### config.mk
export PLATFORM = sky130hd
export DESIGN_NAME = mem_lsu
export DESIGN_NICKNAME = d
export VERILOG_FILES = /design/src/rtl/mem_lsu_pkg.sv /design/src/rtl/mem_lsu_align.sv /design/src/rtl/mem_lsu.sv
export SDC_FILE = /design/constraint.sdc
export NUM_CORES = 1
export LEC_CHECK = 0
export CAP_MARGIN = 20
export CORE_AREA = 2 2 112 114
export CTS_CLUSTER_SIZE = 12
export DETAILED_ROUTE_END_ITERATION = 12
export DIE_AREA = 0 0 114 116
export DONT_BUFFER_PORTS = 1
export PLACE_DENSITY = 0.69
export SETUP_SLACK_MARGIN = 0.5
export SLEW_MARGIN = 10
export SYNTH_ARGS = -nofsm -noshare
export SYNTH_HDL_FRONTEND = slang
export SYNTH_SLANG_ARGS = --single-unit
### constraint.sdc
create_clock -name clk -period 5 [get_ports clk]
set_input_delay 0.25 -clock clk [delete_from_list [all_inputs] [get_ports clk]]
set_output_delay 0.25 -clock clk [all_outputs]
set_load 0.005 [all_outputs]
### src/rtl/mem_lsu_pkg.sv
// Shared widths, memory sub-op codes and LSU state encodings for the memory-access stage.
// Also holds small decode helpers used by both the LSU and its alignment logic.
package mem_lsu_pkg;

  localparam int unsigned REG_W      = 32;
  localparam int unsigned REG_ADDR_W = 5;
  localparam int unsigned ALUOP_W    = 8;

  localparam logic [ALUOP_W-1:0] EXE_LB_OP  = 8'b1110_0000;
  localparam logic [ALUOP_W-1:0] EXE_LBU_OP = 8'b1110_0100;
  localparam logic [ALUOP_W-1:0] EXE_LH_OP  = 8'b1110_0001;
  localparam logic [ALUOP_W-1:0] EXE_LHU_OP = 8'b1110_0101;
  localparam logic [ALUOP_W-1:0] EXE_LW_OP  = 8'b1110_0011;
  localparam logic [ALUOP_W-1:0] EXE_SB_OP  = 8'b1110_1000;
  localparam logic [ALUOP_W-1:0] EXE_SH_OP  = 8'b1110_1001;
  localparam logic [ALUOP_W-1:0] EXE_SW_OP  = 8'b1110_1011;

  localparam logic [2:0] EXE_RES_LOAD_STORE = 3'b111;

  localparam logic [1:0] LSU_IDLE = 2'b00;
  localparam logic [1:0] LSU_BUSY = 2'b01;
  localparam logic [1:0] LSU_DONE = 2'b10;

  typedef enum logic [1:0] {
    ST_IDLE = LSU_IDLE,
    ST_BUSY = LSU_BUSY,
    ST_DONE = LSU_DONE
  } lsu_state_e;

  function automatic logic is_load(input logic [ALUOP_W-1:0] op);
    case (op)
      EXE_LB_OP, EXE_LBU_OP, EXE_LH_OP, EXE_LHU_OP, EXE_LW_OP: return 1'b1;
      default: return 1'b0;
    endcase
  endfunction

  function automatic logic is_store(input logic [ALUOP_W-1:0] op);
    case (op)
      EXE_SB_OP, EXE_SH_OP, EXE_SW_OP: return 1'b1;
      default: return 1'b0;
    endcase
  endfunction

  function automatic logic is_mem_op(input logic [ALUOP_W-1:0] op);
    return is_load(op) | is_store(op);
  endfunction

  // Halfwords need an even address, words need a word-aligned address.
  function automatic logic is_misaligned(input logic [ALUOP_W-1:0] op, input logic [1:0] off);
    case (op)
      EXE_LH_OP, EXE_LHU_OP, EXE_SH_OP: return off[0];
      EXE_LW_OP, EXE_SW_OP:             return off != 2'b00;
      default:                          return 1'b0;
    endcase
  endfunction

endpackage

### src/rtl/mem_lsu_align.sv
// Big-endian lane logic: byte-lane select and store replication, plus
// lane extraction and sign/zero extension of load data.
module mem_lsu_align
  import mem_lsu_pkg::*;
(
  input  logic [ALUOP_W-1:0] op,
  input  logic [1:0]         off,
  input  logic [REG_W-1:0]   st_data,
  input  logic [REG_W-1:0]   ld_raw,
  output logic [3:0]         sel,
  output logic [REG_W-1:0]   st_wdata,
  output logic [REG_W-1:0]   ld_data
);

  logic [7:0]  byte_v;
  logic [15:0] half_v;

  always_comb begin
    byte_v   = 8'h00;
    half_v   = 16'h0000;
    sel      = 4'b0000;
    st_wdata = '0;
    ld_data  = '0;

    // Offset 00 is the most significant lane.
    case (off)
      2'd0:    byte_v = ld_raw[31:24];
      2'd1:    byte_v = ld_raw[23:16];
      2'd2:    byte_v = ld_raw[15:8];
      default: byte_v = ld_raw[7:0];
    endcase
    half_v = off[1] ? ld_raw[15:0] : ld_raw[31:16];

    case (op)
      EXE_LB_OP, EXE_LBU_OP, EXE_SB_OP:  sel = 4'b1000 >> off;
      EXE_LH_OP, EXE_LHU_OP, EXE_SH_OP:  sel = off[1] ? 4'b0011 : 4'b1100;
      EXE_LW_OP, EXE_SW_OP:              sel = 4'b1111;
      default:                           sel = 4'b0000;
    endcase

    case (op)
      EXE_SB_OP: st_wdata = {4{st_data[7:0]}};
      EXE_SH_OP: st_wdata = {2{st_data[15:0]}};
      EXE_SW_OP: st_wdata = st_data;
      default:   st_wdata = '0;
    endcase

    case (op)
      EXE_LB_OP:  ld_data = {{24{byte_v[7]}}, byte_v};
      EXE_LBU_OP: ld_data = {24'h000000, byte_v};
      EXE_LH_OP:  ld_data = {{16{half_v[15]}}, half_v};
      EXE_LHU_OP: ld_data = {16'h0000, half_v};
      EXE_LW_OP:  ld_data = ld_raw;
      default:    ld_data = '0;
    endcase
  end

endmodule

### src/rtl/mem_lsu.sv
// Memory-access stage: runs a req/ack bus transaction for loads and stores,
// stalling the pipe until done; non-memory ops pass straight through.
module mem_lsu
  import mem_lsu_pkg::*;
(
  input  logic                  clk,
  input  logic                  rst,
  input  logic [ALUOP_W-1:0]    aluop_i,
  input  logic [REG_W-1:0]      mem_addr_i,
  input  logic [REG_W-1:0]      reg2_i,
  input  logic [REG_ADDR_W-1:0] wd_i,
  input  logic                  wreg_i,
  input  logic [REG_W-1:0]      wdata_i,
  input  logic                  stall_i,
  input  logic [REG_W-1:0]      bus_rdata_i,
  input  logic                  bus_ack_i,
  output logic                  bus_req_o,
  output logic                  bus_we_o,
  output logic [REG_W-1:0]      bus_addr_o,
  output logic [3:0]            bus_sel_o,
  output logic [REG_W-1:0]      bus_wdata_o,
  output logic [REG_ADDR_W-1:0] wd_o,
  output logic                  wreg_o,
  output logic [REG_W-1:0]      wdata_o,
  output logic                  stallreq_o,
  output logic                  misalign_o
);

  lsu_state_e          state;
  logic [ALUOP_W-1:0]  op_q;
  logic [1:0]          off_q;
  logic [REG_W-1:0]    rdata_q;

  logic                mem_op;
  logic                misaligned;
  logic                issue;
  logic [ALUOP_W-1:0]  al_op;
  logic [1:0]          al_off;
  logic [3:0]          al_sel;
  logic [REG_W-1:0]    al_wdata;
  logic [REG_W-1:0]    al_ldata;

  assign mem_op     = is_mem_op(aluop_i);
  assign misaligned = mem_op & is_misaligned(aluop_i, mem_addr_i[1:0]);
  assign issue      = (state == ST_IDLE) & mem_op & ~misaligned;

  // Live inputs drive lane selection at issue; the captured op drives load extension.
  assign al_op  = (state == ST_IDLE) ? aluop_i : op_q;
  assign al_off = (state == ST_IDLE) ? mem_addr_i[1:0] : off_q;

  mem_lsu_align u_align (
    .op       (al_op),
    .off      (al_off),
    .st_data  (reg2_i),
    .ld_raw   (rdata_q),
    .sel      (al_sel),
    .st_wdata (al_wdata),
    .ld_data  (al_ldata)
  );

  always_ff @(posedge clk) begin
    if (rst) begin
      state       <= ST_IDLE;
      bus_req_o   <= 1'b0;
      bus_we_o    <= 1'b0;
      bus_addr_o  <= '0;
      bus_sel_o   <= 4'b0000;
      bus_wdata_o <= '0;
      op_q        <= '0;
      off_q       <= 2'b00;
      rdata_q     <= '0;
    end else begin
      case (state)
        ST_IDLE: begin
          if (issue) begin
            bus_req_o   <= 1'b1;
            bus_we_o    <= is_store(aluop_i);
            bus_addr_o  <= {mem_addr_i[REG_W-1:2], 2'b00};
            bus_sel_o   <= al_sel;
            bus_wdata_o <= al_wdata;
            op_q        <= aluop_i;
            off_q       <= mem_addr_i[1:0];
            state       <= ST_BUSY;
          end
        end
        ST_BUSY: begin
          if (bus_ack_i) begin
            rdata_q   <= bus_rdata_i;
            bus_req_o <= 1'b0;
            state     <= ST_DONE;
          end
        end
        ST_DONE: begin
          // Holding here while stalled keeps the same instruction from reissuing.
          if (!stall_i) state <= ST_IDLE;
        end
        default: state <= ST_IDLE;
      endcase
    end
  end

  always_comb begin
    wd_o       = '0;
    wreg_o     = 1'b0;
    wdata_o    = '0;
    stallreq_o = 1'b0;
    misalign_o = 1'b0;
    if (!rst) begin
      case (state)
        ST_IDLE: begin
          wd_o    = wd_i;
          wdata_o = wdata_i;
          if (!mem_op) begin
            wreg_o = wreg_i;
          end else if (misaligned) begin
            misalign_o = 1'b1;
          end else begin
            stallreq_o = 1'b1;
          end
        end
        ST_BUSY: begin
          wd_o       = wd_i;
          stallreq_o = 1'b1;
        end
        ST_DONE: begin
          wd_o    = wd_i;
          wreg_o  = wreg_i;
          wdata_o = is_load(op_q) ? al_ldata : wdata_i;
        end
        default: begin
          wd_o = wd_i;
        end
      endcase
    end
  end

endmodule

Word level (Yosys, flattened, before mapping)
Cells that the tools add are included.
{ "totals": {"input_bits": 146, "output_inout_bits": 110, "ff_bits": 112, "wordCells": 95} }
{ "op_classes": {"mux": 36, "eq_ne": 28, "shift": 1, "bitwise": 5, "n_reduce_logical": 16} }
{ "ops": {"columns": ["op", "count"], "rows": [
  ["equality test 8 bit (second input constant)", 21],
  ["case mux 32 bit (5 select lines)", 1],
  ["case mux 32 bit (3 select lines)", 1],
  ["2-to-1 mux 32 bit", 2],
  ["case mux 32 bit (2 select lines)", 1],
  ["case mux 8 bit (3 select lines)", 1],
  ["2-to-1 mux 1 bit", 16],
  ["2-to-1 mux 16 bit", 1],
  ["case mux 4 bit (3 select lines)", 1],
  ["OR reduction 3 bit", 4],
  ["OR reduction 5 bit", 2],
  ["2-to-1 mux 2 bit", 4],
  ["2-to-1 mux 8 bit", 1],
  ["case mux 1 bit (2 select lines)", 4],
  ["inequality test 2 bit (second input constant)", 3],
  ["case mux 2 bit (3 select lines)", 1],
  ["AND reduction 3 bit", 2],
  ["2-to-1 mux 5 bit", 1],
  ["equality test 2 x 1 -> 1 bit (second input constant)", 2],
  ["equality test 2 bit (second input constant)", 2],
  ["logical NOT 2 bit", 2],
  ["2-to-1 mux 4 bit", 1],
  ["AND reduction 2 bit", 2],
  ["nonzero test 2 bit", 2],
  ["other kinds (5)", 8]
]} }

Logic depth before layout (Yosys ltp)
{ "logic_depth": {"ltp_word": 9, "ltp_mapped": 10, "depth_no_buf": 6} }

Hierarchy
A second synthesis with hierarchy kept.
{ "unflattened": {"cells_unflattened": 756, "hier_area_um2": 6632.6} }
{ "by_module_without_submodules": {"columns": ["module", "instances", "seq_area_each_um2", "cells_each", "area_each_um2"], "rows": [
  ["mem_lsu", 1, 2242.2, 597, 5381.4],
  ["mem_lsu_align", 1, 0.0, 159, 1251.2]
]} }

Worst setup path before layout
Ideal clock, no wire load.
{ "synth_path": {"path_type": "reg-to-output", "startpoint": "register state[1]", "endpoint": "output port wdata_o[21]", "setup_slack_ns": 2.417, "path_buffers": 3, "t_arrival_ns": 2.333, "required_time_ns": 4.750, "path_stages_with_launch": 10, "cell_sequence": "dfxtp_1 buf_2 o21a_1 nor2_1 mux4_1 a22oi_1 nor4bb_1 buf_2 buf_6 a221o_1"} }
{ "synth_via": {"elab_chain_cells": 8, "elab_cells_between_ends": 18, "classes_between": "8 x eq/ne; 8 x mux; 2 x reduce/logical"} }
{ "synth_lines": {"columns": ["element", "line", "rtl"], "rows": [
  ["start, declared", "mem_lsu.sv:29", "lsu_state_e state;"],
  ["start signal, assigned", "mem_lsu.sv:63", "state <= ST_IDLE;"],
  ["start signal, assigned", "mem_lsu.sv:83", "state <= ST_BUSY;"],
  ["start signal, assigned", "mem_lsu.sv:90", "state <= ST_DONE;"],
  ["logical NOT 2 bit", "mem_lsu.sv:48, mem_lsu.sv:49, mem_lsu.sv:109", null],
  ["2-to-1 mux 2 bit", "mem_lsu.sv:49", "assign al_off = (state == ST_IDLE) ? mem_addr_i[1:0] : off_q;"],
  ["equality test 2 bit, or another cell as far along", "mem_lsu_align.sv:26", "case (off)"],
  ["case mux 8 bit (3 select lines)", "mem_lsu_align.sv:26", null],
  ["case mux 32 bit (5 select lines)", "mem_lsu_align.sv:48", "case (op)"],
  ["2-to-1 mux 32 bit", "mem_lsu.sv:128", "wdata_o = is_load(op_q) ? al_ldata : wdata_i;"],
  ["case mux 32 bit (2 select lines) (*)", "mem_lsu.sv:109", "case (state)"],
  ["2-to-1 mux 32 bit (*)", "mem_lsu.sv:108", "if (!rst) begin"],
  ["end, declared", "mem_lsu.sv:24", "output logic [REG_W-1:0] wdata_o,"]
]} }
Mark *: on every way between the ends. The rest lies on a longest branch, timed or not.

Worst setup path in the final report
{ "layout_path": {"startpoint": "register state[1]", "endpoint": "output port wdata_o[7]"} }
The elaborated chain is that of the path after synthesis.

==> reports/metrics.cfg <==
[route]
vias = 5266
drtIter0Drc = 432
drt-vias-per-instance = 6.41
drt-total-wl_um = 16900
drc_errors = 0
drtAntennaViolNets = 0
wl_per_cell_um = 20.6
dr.pass1.iters = 6

[pwr]
pwr-share-clk = 0.440
power_leakage_uw = 0.00190
powerDensity_mw_per_mm2 = 306
seqPwrFrac = 0.502
ir_drop_uv = 210
combinationalPowerShare = 0.057
switching_share = 0.233
internal-power_uw = 1390
p_sw_uw = 421

[floorplanning]
dieHeight_um = 116
rows = 40
fp.dieArea_mm2 = 0.0132
start_util = 0.464
core_mm2 = 0.0119
die_x_um = 114
pin_count = 256

[sta]
min_period_ps = 3410
relSlewSlack = 0.308
timing.fmax_mhz = 294
timing.setup.tns_ps = 0
period_share = 0.681
setup_viol = 0
tightest_slew_ps = 1030
grt_setup_unrepaired = no
maxSlewViolCount = 0
hold_ws_ps = 24.6
hold_violations = 0
finalClockSkew_ps = 8.00

[synthesis]
synthSimpleGateAreaFrac = 0.234
synth_area_leaders = dfxtp_1, nand2_1, a21oi_1, a221o_1, a221oi_1
async_flop_share = 0
synth-seq-cells = 112
syn_area_mm2 = 0.00552
synth-main-ff-cell = dfxtp_1
synth-xor-area-share = 0
synth_fa_ha_area_frac = 0
syn_avg_cell_area_um2 = 7.85
synth_edf_count = 0
synth_top_family_by_area = compound AO/OA/AOI/OAI gates
synth_top_area_cell = dfxtp_1
synth_cells = 703
ys_seq_area_frac = 0.406
synth_compound_area_frac = 0.280
synth_mux_area_frac = 0.0276
synth-warning-count = 0
synth_cell_types = 64
netlist.area_leader.share = 0.406

[worst_setup_path]
cp_max_fo = 21
cp-start-kind = flop
arrival_ps = 3160
worst-setup-path-type = flop to primary output
crit_required_ps = 4750
end_kind = primary output

[global_routing]
grt_pass1_wl_um = 25000
grt_start_max_net_pins = 93
grt_pass1_vias = 4704
track_usage = 0.243
grt-ovfl-total = 0
antenna_found_initial = 0

[layout]
final_common_cell = nand2_1
n_antenna_cell = 0
fillCellCount = 1168
postLayoutCellArea_mm2 = 0.00591
most-common-layout-cells = nand2_1, dfxtp_1, a21oi_1
layout-area-overhead-vs-synth_pct = 6.96
fin_nets = 816
fin_cells = 822
drive_gt1_frac = 0.0800

[place]
dpl.hpwl_um = 12100
placed_cell_area_mm2 = 0.00552
place.gp.congestion = 0.947
portBuffers = 0
place_inst = 803

[worst_hold_path]
hold_path_class = input port to flop

[status]
status = completed

[clocking]
cts_buffers = 9
clk_latency_ps = 350
htree_levels = 3
tritoncts = done
clock_path_buffers = 2
ctsResizeCount = 0
clockRootBuffer = clkbuf_16
cts_sinks = 112
clk_pin_slew_ps = 70

[job]
drv_cap = 0

what timing repair did:
item | CTS | global route
setup buffers | 0 | 0
hold buffers | 2 | 0
endpoints found under the hold margin | 92 | 0
power groups by stage:
stage	logic [uW]	clock network (uW)	registers (uW)
after detailed placement	87.5	0	928
final	104	796	907
after floorplan	86.3	0	925
after global routing	112	848	908
after global placement	85.8	0	928
after CTS	102	814	907
worst max-delay path, stage by stage (launching register included):
cell and delay [ps]:
dfxtp_1 720, nor2_1 260, o32ai_1 420, nand2_1 210
o31ai_2 610, a222oi_1 240, o21ai_0 350
logic make-up (layout without fill, tap and decap cells):
family,count (synthesis),in the layout
and+or+nand+nor,287,287
AOI/OAI and AO/OA,231,231
DFF,112,112
buffers and inverters,59,30
muxes,13,13
other,1,2
metal layers:
metal,vias to the layer above,wire length [um],global-route usage
met1,2455,6900,0.326
met2,319,7550,0.360
met3,35,2050,0.0837
li1,2457,-,-
met4,0,415,0.0984
met5,-,0,0
state kept, by name (all words and copies together), names as in the netlist:
register and count:
state 2, bus_addr_o 30, bus_we_o 1, bus_req_o 1
bus_wdata_o 32, rdata_q 32, off_q 2, op_q 8
bus_sel_o 4
cell type report:
| type | instances | area (um2) | area share |
|---|---|---|---|
| tap | 147 | 184 | 0.0311 |
| inverter | 3 | 11.3 | 0.00191 |
| clock buffer | 9 | 225 | 0.0381 |
| clock inverter | 7 | 111 | 0.0189 |
| timing repair buffer | 11 | 105 | 0.0178 |
| multi-input combinational | 533 | 3030 | 0.512 |
| sequential | 112 | 2240 | 0.380 |
cell usage after synthesis, types with 2 or more instances:
cell and number:
mux2i_1 10, nor2_1 39, or2_2 3, buf_2 6, nor2b_1 5, a22o_1 8, o22ai_1 5, nor3_1 18
o211ai_1 2, nand2b_1 2, o21ai_0 24, or3_1 3, a21boi_0 2, o21ai_2 6, a22oi_1 20, a221oi_1 18
o21a_1 5, nor3_2 2, and2_1 5, dfxtp_1 112, nor4bb_1 2, nand3_1 13, buf_4 2, buf_1 2
a21o_1 2, a211o_1 2, a221o_1 17, inv_1 3, or3_4 2, a211oi_1 6, or3b_1 2, nor3b_1 2
nand2_1 171, nor2_2 2, a21oi_1 95, clkbuf_1 40, nand3b_1 7, nand4b_1 2, buf_6 6, o31ai_1 2
a31oi_1 5
per-stage QoR:
stage / total power [uW] / worst slack, ps / utilization
3_5_place_dp: 1020 / 2040 / 0.464
6_report: 1810 / 1590 / 0.496
3_3_place_gp: 1010 / 2180 / 0.464
2_1_floorplan: 1010 / 2420 / -
4_1_cts: 1820 / 1630 / 0.495
5_1_grt: 1870 / 1460 / 0.496
worst paths after layout:
| check | startpoint | to | slack (ps) | cells after the start |
|---|---|---|---|---|
| setup / recovery | state[1]$_SDFFE_PP0P_ | wdata_o[7] | 1590 | 6 |
| hold / removal | mem_addr_i[0] | off_q[0]$_SDFFE_PP0P_ | 20 | 2 |
| setup reg to reg | state[1]$_SDFFE_PP0P_ | bus_wdata_o[9]$_SDFFE_PP0P_ | 2110 | 6 |
| hold reg to reg | op_q[4]$_SDFFE_PP0P_ | op_q[4]$_SDFFE_PP0P_ | 460 | 1 |
(Power assumes the default switching activity.)
